$ cat src/rtl/meteor_game_ctrl.sv
// Game-state sequencer for the meteor shooter: frame-locked step pacing, shot
// rate limiting and score/lives/level bookkeeping driven by datapath events.
module meteor_game_ctrl #(
  parameter int unsigned c_Lives        = 3,
  parameter int unsigned c_BaseFrames   = 16,
  parameter int unsigned c_HitFrames    = 60,
  parameter int unsigned c_FireCooldown = 8
) (
  input  logic       i_Clk,
  input  logic       i_Rst,
  input  logic       i_VSync,
  input  logic       i_GameStart,
  input  logic       i_Shoot,
  input  logic       i_MeteorHit,
  input  logic       i_MeteorLanded,
  output logic [1:0] o_State,
  output logic       o_PlayEn,
  output logic       o_StepTick,
  output logic       o_FireReq,
  output logic [7:0] o_Score,
  output logic [1:0] o_Lives,
  output logic [2:0] o_Level
);

  localparam int unsigned FW = ($clog2(c_BaseFrames) > 0) ? $clog2(c_BaseFrames) : 1;
  localparam int unsigned HW = ($clog2(c_HitFrames) > 0) ? $clog2(c_HitFrames) : 1;
  localparam int unsigned CW = ($clog2(c_FireCooldown + 1) > 0) ? $clog2(c_FireCooldown + 1) : 1;

  typedef enum logic [1:0] {
    ST_IDLE = 2'd0,
    ST_PLAY = 2'd1,
    ST_HIT  = 2'd2,
    ST_OVER = 2'd3
  } state_e;

  state_e        state_q, state_d;
  logic [2:0]    smp_q, smp_d;
  logic [2:0]    dly_q, dly_d;
  logic [FW-1:0] frame_cnt_q, frame_cnt_d;
  logic [HW-1:0] hit_cnt_q, hit_cnt_d;
  logic [CW-1:0] cool_q, cool_d;
  logic [7:0]    score_q, score_d;
  logic [1:0]    lives_q, lives_d;
  logic [2:0]    level_q, level_d;
  logic          play_en_q, play_en_d;
  logic          step_q, step_d;
  logic          fire_q, fire_d;

  logic          frame_tick_c;
  logic          start_edge_c;
  logic          shoot_edge_c;
  logic [FW-1:0] step_last_c;

  // Bit order in the edge pipeline: [2] vsync, [1] start, [0] shoot.
  assign frame_tick_c = dly_q[2] & ~smp_q[2];
  assign start_edge_c = smp_q[1] & ~dly_q[1];
  assign shoot_edge_c = smp_q[0] & ~dly_q[0];

  // Step period shrinks by two frames per level.
  assign step_last_c = FW'(c_BaseFrames - 32'd1 - {28'd0, level_q, 1'b0});

  always_comb begin
    state_d     = state_q;
    smp_d       = {i_VSync, i_GameStart, i_Shoot};
    dly_d       = smp_q;
    frame_cnt_d = frame_cnt_q;
    hit_cnt_d   = hit_cnt_q;
    cool_d      = cool_q;
    score_d     = score_q;
    lives_d     = lives_q;
    level_d     = level_q;
    step_d      = 1'b0;
    fire_d      = 1'b0;

    unique case (state_q)
      ST_IDLE: begin
        if (start_edge_c) begin
          state_d     = ST_PLAY;
          lives_d     = 2'(c_Lives);
          score_d     = 8'd0;
          level_d     = 3'd0;
          frame_cnt_d = '0;
          hit_cnt_d   = '0;
          cool_d      = '0;
        end
      end
      ST_PLAY: begin
        if (frame_tick_c) begin
          // >= so a level-up mid-period that overshoots still steps next frame
          if (frame_cnt_q >= step_last_c) begin
            frame_cnt_d = '0;
            step_d      = 1'b1;
          end else begin
            frame_cnt_d = frame_cnt_q + FW'(1);
          end
          if (cool_q != '0) begin
            cool_d = cool_q - CW'(1);
          end
        end
        if (shoot_edge_c && (cool_q == '0)) begin
          fire_d = 1'b1;
          cool_d = CW'(c_FireCooldown);
        end
        if (i_MeteorHit && (score_q != 8'hFF)) begin
          score_d = score_q + 8'd1;
          if ((score_d[2:0] == 3'd0) && (level_q != 3'd7)) begin
            level_d = level_q + 3'd1;
          end
        end
        if (i_MeteorLanded) begin
          if (lives_q == 2'd1) begin
            lives_d = 2'd0;
            state_d = ST_OVER;
          end else begin
            lives_d   = lives_q - 2'd1;
            hit_cnt_d = '0;
            state_d   = ST_HIT;
          end
        end
      end
      ST_HIT: begin
        if (frame_tick_c) begin
          if (hit_cnt_q == HW'(c_HitFrames - 1)) begin
            state_d     = ST_PLAY;
            frame_cnt_d = '0;
          end else begin
            hit_cnt_d = hit_cnt_q + HW'(1);
          end
        end
      end
      ST_OVER: begin
        if (start_edge_c) begin
          state_d = ST_IDLE;
        end
      end
      default: state_d = ST_IDLE;
    endcase

    play_en_d = (state_d == ST_PLAY);
  end

  always_ff @(posedge i_Clk) begin
    if (i_Rst) begin
      state_q     <= ST_IDLE;
      smp_q       <= {i_VSync, i_GameStart, i_Shoot};
      dly_q       <= {i_VSync, i_GameStart, i_Shoot};
      frame_cnt_q <= '0;
      hit_cnt_q   <= '0;
      cool_q      <= '0;
      score_q     <= 8'd0;
      lives_q     <= 2'd0;
      level_q     <= 3'd0;
      play_en_q   <= 1'b0;
      step_q      <= 1'b0;
      fire_q      <= 1'b0;
    end else begin
      state_q     <= state_d;
      smp_q       <= smp_d;
      dly_q       <= dly_d;
      frame_cnt_q <= frame_cnt_d;
      hit_cnt_q   <= hit_cnt_d;
      cool_q      <= cool_d;
      score_q     <= score_d;
      lives_q     <= lives_d;
      level_q     <= level_d;
      play_en_q   <= play_en_d;
      step_q      <= step_d;
      fire_q      <= fire_d;
    end
  end

  assign o_State    = state_q;
  assign o_PlayEn   = play_en_q;
  assign o_StepTick = step_q;
  assign o_FireReq  = fire_q;
  assign o_Score    = score_q;
  assign o_Lives    = lives_q;
  assign o_Level    = level_q;

endmodule
$ cat config.mk
export PLATFORM = sky130hd
export DESIGN_NAME = meteor_game_ctrl
export DESIGN_NICKNAME = d
export VERILOG_FILES = /design/src/rtl/meteor_game_ctrl.sv
export SDC_FILE = /design/constraint.sdc
export NUM_CORES = 1
export LEC_CHECK = 0
export BUFFER_PORTS_ARGS = -buffer_cell sky130_fd_sc_hd__buf_2
export CAP_MARGIN = 20
export CORE_UTILIZATION = 45
export CTS_BUF_LIST = sky130_fd_sc_hd__clkbuf_8
export DETAILED_ROUTE_END_ITERATION = 16
export PLACE_DENSITY = 0.7
export RECOVER_POWER = 25
export SETUP_SLACK_MARGIN = 0.02
export SLEW_MARGIN = 20
export SYNTH_ARGS = -nofsm -noshare
export SYNTH_HDL_FRONTEND = slang
export SYNTH_SLANG_ARGS = --single-unit
$ cat constraint.sdc
create_clock -name i_Clk -period 2.49 [get_ports i_Clk]
set_input_delay 0.1245 -clock i_Clk [delete_from_list [all_inputs] [get_ports i_Clk]]
set_output_delay 0.1245 -clock i_Clk [all_outputs]
set_load 0.005 [all_outputs]
# ---- After elaboration in Yosys (flattened, before gate mapping)
# Index checks and enable logic that the tools add are counted.
dict set report totals {
  regBits 38
  in_bits 7
  out_inout_bits 18
  wordCells 101
}
dict set report classes {
  n_addsub 7
  magnitude_cmp 1
  n_eq_ne 19
  n_mux 37
  bitwise_logic 8
  n_reduce_logical 17
}
# cell count
set op_table {}
lappend op_table {{2-to-1 mux 4 bit} 8}
lappend op_table {{2-to-1 mux 6 bit} 5}
lappend op_table {{inequality test 2 bit, second input constant} 9}
lappend op_table {{case mux 6 bit (3 select lines)} 1}
lappend op_table {{2-to-1 mux 2 bit} 8}
lappend op_table {{2-to-1 mux 8 bit} 2}
lappend op_table {{case mux 8 bit (2 select lines)} 1}
lappend op_table {{2-to-1 mux 3 bit} 4}
lappend op_table {{case mux 4 bit (3 select lines)} 1}
lappend op_table {{inequality test 3 bit, second input constant} 3}
lappend op_table {{adder 8 x 1 -> 8 bit, second input constant} 1}
lappend op_table {{inequality test 8 bit, second input constant} 1}
lappend op_table {{case mux 2 bit (4 select lines)} 1}
lappend op_table {{case mux 4 bit (2 select lines)} 1}
lappend op_table {{AND reduction 4 bit} 2}
lappend op_table {{adder 6 x 1 -> 6 bit, second input constant} 1}
lappend op_table {{== test 2 x 1 -> 1 bit, second input constant} 3}
lappend op_table {{== test 6 bit, second input constant} 1}
lappend op_table {{case mux 3 bit (2 select lines)} 1}
lappend op_table {{AND reduction 3 bit} 2}
lappend op_table {{AND reduction 6 bit} 1}
lappend op_table {{inverter 1 bit} 5}
lappend op_table {{AND reduction 5 bit} 1}
lappend op_table {{adder 4 x 1 -> 4 bit, second input constant} 1}
lappend op_table {{18 further kinds} 25}

# ---- Depth between registers and ports, before layout
dict set report logic_depth {
  ltp_word 6
  ltp_mapped 6
  depth_no_buf 6
}

# ---- Worst setup path after synthesis
# OpenSTA, ideal clock, no wires.
dict set report synth_timing {
  path_kind {register -> register}
  from {reg cool_q[0]}
  to {reg cool_q[3]}
  setup_time_ns 0.119
  arrival_ns 1.497
  required_time_ns 2.371
  path_slack_ns 0.875
  path_stages_with_launch 7
  n_path_buf 0
  period_less_slack_ns 1.615
  cell_sequence {dfxtp_1 -> inv_1 -> ha_1 -> nor3b_2 -> nor3b_1 -> or3_1 -> o221a_1}
}
dict set report synth_between {
  elab_chain_len 5
  elab_cells_between_ends 11
  cone_classes {1 x add/sub; 2 x eq/ne; 4 x mux; 4 x reduce/logical}
}
# element line_no
set synth_lines {}
lappend synth_lines {{start, declared} 41} ;# logic [CW-1:0] cool_q, cool_d;
lappend synth_lines {{start signal, assigned} 162} ;# cool_q <= cool_d;
lappend synth_lines {{subtractor 4 x 1 -> 4 bit} 97} ;# cool_d = cool_q - CW'(1);
lappend synth_lines {{2-to-1 mux 4 bit} 96} ;# if (cool_q != '0) begin
lappend synth_lines {{2-to-1 mux 4 bit} 88} ;# if (frame_tick_c) begin
lappend synth_lines {{2-to-1 mux 4 bit} 100} ;# if (shoot_edge_c && (cool_q == '0)) begin
lappend synth_lines {{case mux 4 bit (2 select lines)} 75} ;# unique case (state_q)
# Parallel ways exist; a longest one is shown, timed or not. The select of a mux whose other input is x is not followed.
# A chain may end at the register's enable or synchronous reset.

# ---- Final worst setup path
dict set report layout_timing {
  from {reg state_q[0] (netlist: o_State[0])}
  to {reg hit_cnt_q[2]}
}
dict set report layout_between {
  elab_chain_len 3
  elab_cells_between_ends 11
  cone_classes {7 x eq/ne; 1 x mux; 3 x reduce/logical}
}
# element line_no
set layout_lines {}
lappend layout_lines {{start, declared} 36} ;# state_e state_q, state_d;
lappend layout_lines {{start signal, assigned} 157} ;# state_q <= state_d;
lappend layout_lines {{== test 2 bit, or another cell as far along} 75}
lappend layout_lines {{inequality test 2 bit (no source line) / nonzero test 3 bit (equally long branches)} --}
lappend layout_lines {{AND reduction 6 bit (no source line)} --}
lappend layout_lines {{end signal, assigned} 161} ;# hit_cnt_q <= hit_cnt_d;
lappend layout_lines {{end, declared} 40} ;# logic [HW-1:0] hit_cnt_q, hit_cnt_d;
# Parallel ways exist; a longest one is shown, timed or not.

==> impl_metrics.yaml <==
global_route:
  grt_max_degree: 29
  grt_pass1_vias: 1593
  grt_antenna_before_repair: 0
  grt_pass1_wl_mm: 7.30
  grtUsageTotal_pct: 18.6
  grt_overflow: 0
logic_synthesis:
  synthFlopType: "dfxtp_1"
  syn_area_per_cell_sq_um: 9.16
  syn-instance-count: 223
  ys_ff_latch: 38
  synth_cell_types: 59
  syn_area_sq_mm: 0.00204
  synthArstFlopShare_pct: 0
  synth_edf_count: 0
  synth.top_cells.by_area: "dfxtp_1 37%, ha_1 7.3%, a21oi_1 5.1%"
  synth-seq-area-share_pct: 37.2
  synth_warnings: 0
  yosysTopAreaCell: "dfxtp_1"
  synth_top_cell_area_share_pct: 37.2
  synth_most_common_cell: "dfxtp_1"
  synth_nets: 242
  ys_top_cells_by_count: "38 x dfxtp_1, 21 x a21oi_1, 18 x nand3_1"
sta:
  max_slew_margin_pct: 64.6
  finalSetupViolCount: 0
  fin_crit_ps: 1830
  maxSlewViolCount: 0
  period_share_pct: 73.6
  timing.final.ws_setup_ps: 658
  hold_violations: 0
  final.setup_skew_ps: 3.48
  grt_setup_unrepaired: "false"
  fmax_ghz: 0.546
  worst_slew_pin_slew_ps: 531
  setup_tns_ps: 0
clocking:
  cts_max_path_buffers: 2
  htree_levels: 2
  cts_buffers: 5
  clk_latency_ps: 290
  cts_tree: "yes"
  root_buffer: "clkbuf_8"
  clk_pin_slew_ps: 70
  cts.sinks: 38
  postCtsResizedCells: 0
power:
  p_total_mw: 1.25
  power_density_mw_per_mm2: 545
  vdd_ir_drop_max_mv: 0.325
  leakage_nw: 0.904
critical_path:
  critPathMaxFanout: 18
  worstPathArrival_ps: 2070
  critical_path.startpoint: "o_State[0]$_SDFF_PP0_"
  worstSetupEndpointType: "flop"
  ff2ff_path_depth: 4
  reg2reg_slack_ps: 660
  r2r_end: "hit_cnt_q[2]$_SDFFE_PP0P_"
  crit_path_end: "hit_cnt_q[2]$_SDFFE_PP0P_"
  path_class: "flop to flop"
  cp.required_ps: 2730
  r2r-start: "o_State[0]$_SDFF_PP0_"
  startpoint_type: "flop"
floorplan:
  die_h_um: 69.4
  start_util_pct: 46.9
  row_count: 24
  die_area_sq_mm: 0.00481
  die_x_um: 69.4
  core_area_sq_mm: 0.00435
  pin_count: 25
placement:
  pre_cts_ws_ps: 688
  gp_congestion: 0.849
  dpl.hpwl_mm: 2.97
  portBuffers: 24
cells_and_area:
  drive_above_1_share_pct: 15.6
  area_delta_synth_final_pct: 12.6
  fin_nets: 269
  diodes: 0
  n_fill_cell: 407
  regArea_sq_um: 761
  multi_input_area_sq_mm: 0.00120
drt:
  drt-total-wl_mm: 4.19
  drt_pass1_iterations: 4
  first_iter_violations: 125
  drt.antenna.violating_nets: 0
  vias: 1717
  drc: 0
  wl_per_cell_um: 13.9
  viasPerCell: 5.69
run_status:
  status: "completed"
run:
  max_cap_viol_count: 0
worst_hold_path:
  hold_class: "input pin to flop"
## routing by layer
metal  up-vias  routed length [um]  track usage, %  share of wire (%)
li1        889                   -               -                  -
met1       791                2110            25.7                 50
met2        32                1880            28.7                 45
met3         5                 156            4.36                3.7
met4         0                  42            5.44                1.0
met5         -                   0               0                  0
## registers in the layout, summed over array words and instances (netlist names), 2 cells and up
register / flops
dly_q: 3
hit_cnt_q: 6
frame_cnt_q: 4
o_Level: 3
cool_q: 4
dly_d: 3
o_Lives: 2
o_Score: 8
o_State: 2
## power breakdown
group | switching (mW) | internal (mW) | total, mW
Sequential | 0.0318 | 0.631 | 0.663
Combinational | 0.105 | 0.0817 | 0.187
Clock | 0.216 | 0.188 | 0.404
Total | 0.353 | 0.901 | 1.25
## cell type report
type	count	share of cell area, %
flip-flops and latches	38	33.1
inverters	12	1.96
well taps	52	2.83
clock buffers	5	2.99
clock inverters	2	0.435
multi-input cells	166	52.4
repair buffers	27	6.31
## stage by stage
step / hold WS [ps] / utilization, % / instances / instance area (sq um)
2_1_floorplan: 152 / - / 223 / 2040
3_3_place_gp: 242 / 50.4 / 292 / 2200
3_5_place_dp: 243 / 50.4 / 292 / 2200
4_1_cts: 79.5 / 52.9 / 302 / 2300
5_1_grt: 98.5 / 52.8 / 302 / 2300
6_report: 93.0 / 52.8 / 302 / 2300
## kinds of logic after synthesis
group | count (synthesis) | share of synthesized area [%]
and+or+nand+nor | 83 | 25.3
AOI/OAI and AO/OA | 58 | 20.0
DFF | 38 | 37.2
buffers and inverters | 19 | 3.80
adders and majority gates | 12 | 7.35
muxes | 10 | 5.08
xor gates and xnor gates | 3 | 1.29
## worst max-delay path, stage by stage (launching register included)
cell and delay [ps]:
dfxtp_1 660, or4b_1 430, nand3_1 210, a2111o_1 420, nand2_1 60
## how the worst min path moves through the flow
stage | end | cells after the start | start | slack, ps
3_3_place_gp | dly_d[1]$_DFF_P_ | 1 | i_GameStart | 240
6_report | o_Lives[0]$_SDFFE_PP0P_ | 2 | i_MeteorLanded | 90
4_1_cts | o_Lives[0]$_SDFFE_PP0P_ | 2 | i_MeteorLanded | 80
3_5_place_dp | dly_d[1]$_DFF_P_ | 1 | i_GameStart | 240
5_1_grt | o_Lives[0]$_SDFFE_PP0P_ | 2 | i_MeteorLanded | 100
2_1_floorplan | dly_d[0]$_DFF_P_ | 0 | i_Shoot | 150
## placed cells by master (no fill, tap or decap), types with 4 or more instances in the layout
cell      synthesis  layout
o21ai_0           5       5
inv_1            11      11
nand2b_1          4       4
a21oi_1          21      21
ha_1             12      12
dfxtp_1          38      38
and3_1            4       4
o211ai_1          4       4
nand3_1          18      18
nor3_1            6       6
clkbuf_8          0       5
mux2i_1           7       7
nand2_1          12      12
nor2_1            6       6
clkbuf_1          3       4
nor2b_1           4       4
or3_1             8       8
buf_2             2      20
## repair_timing
| action | in CTS | in global routing |
|---|---|---|
| hold buffers | 3 | 0 |
| setup buffers | 0 | 0 |
| hold endpoints to repair | 3 | 0 |
(Power assumes the default switching activity.)
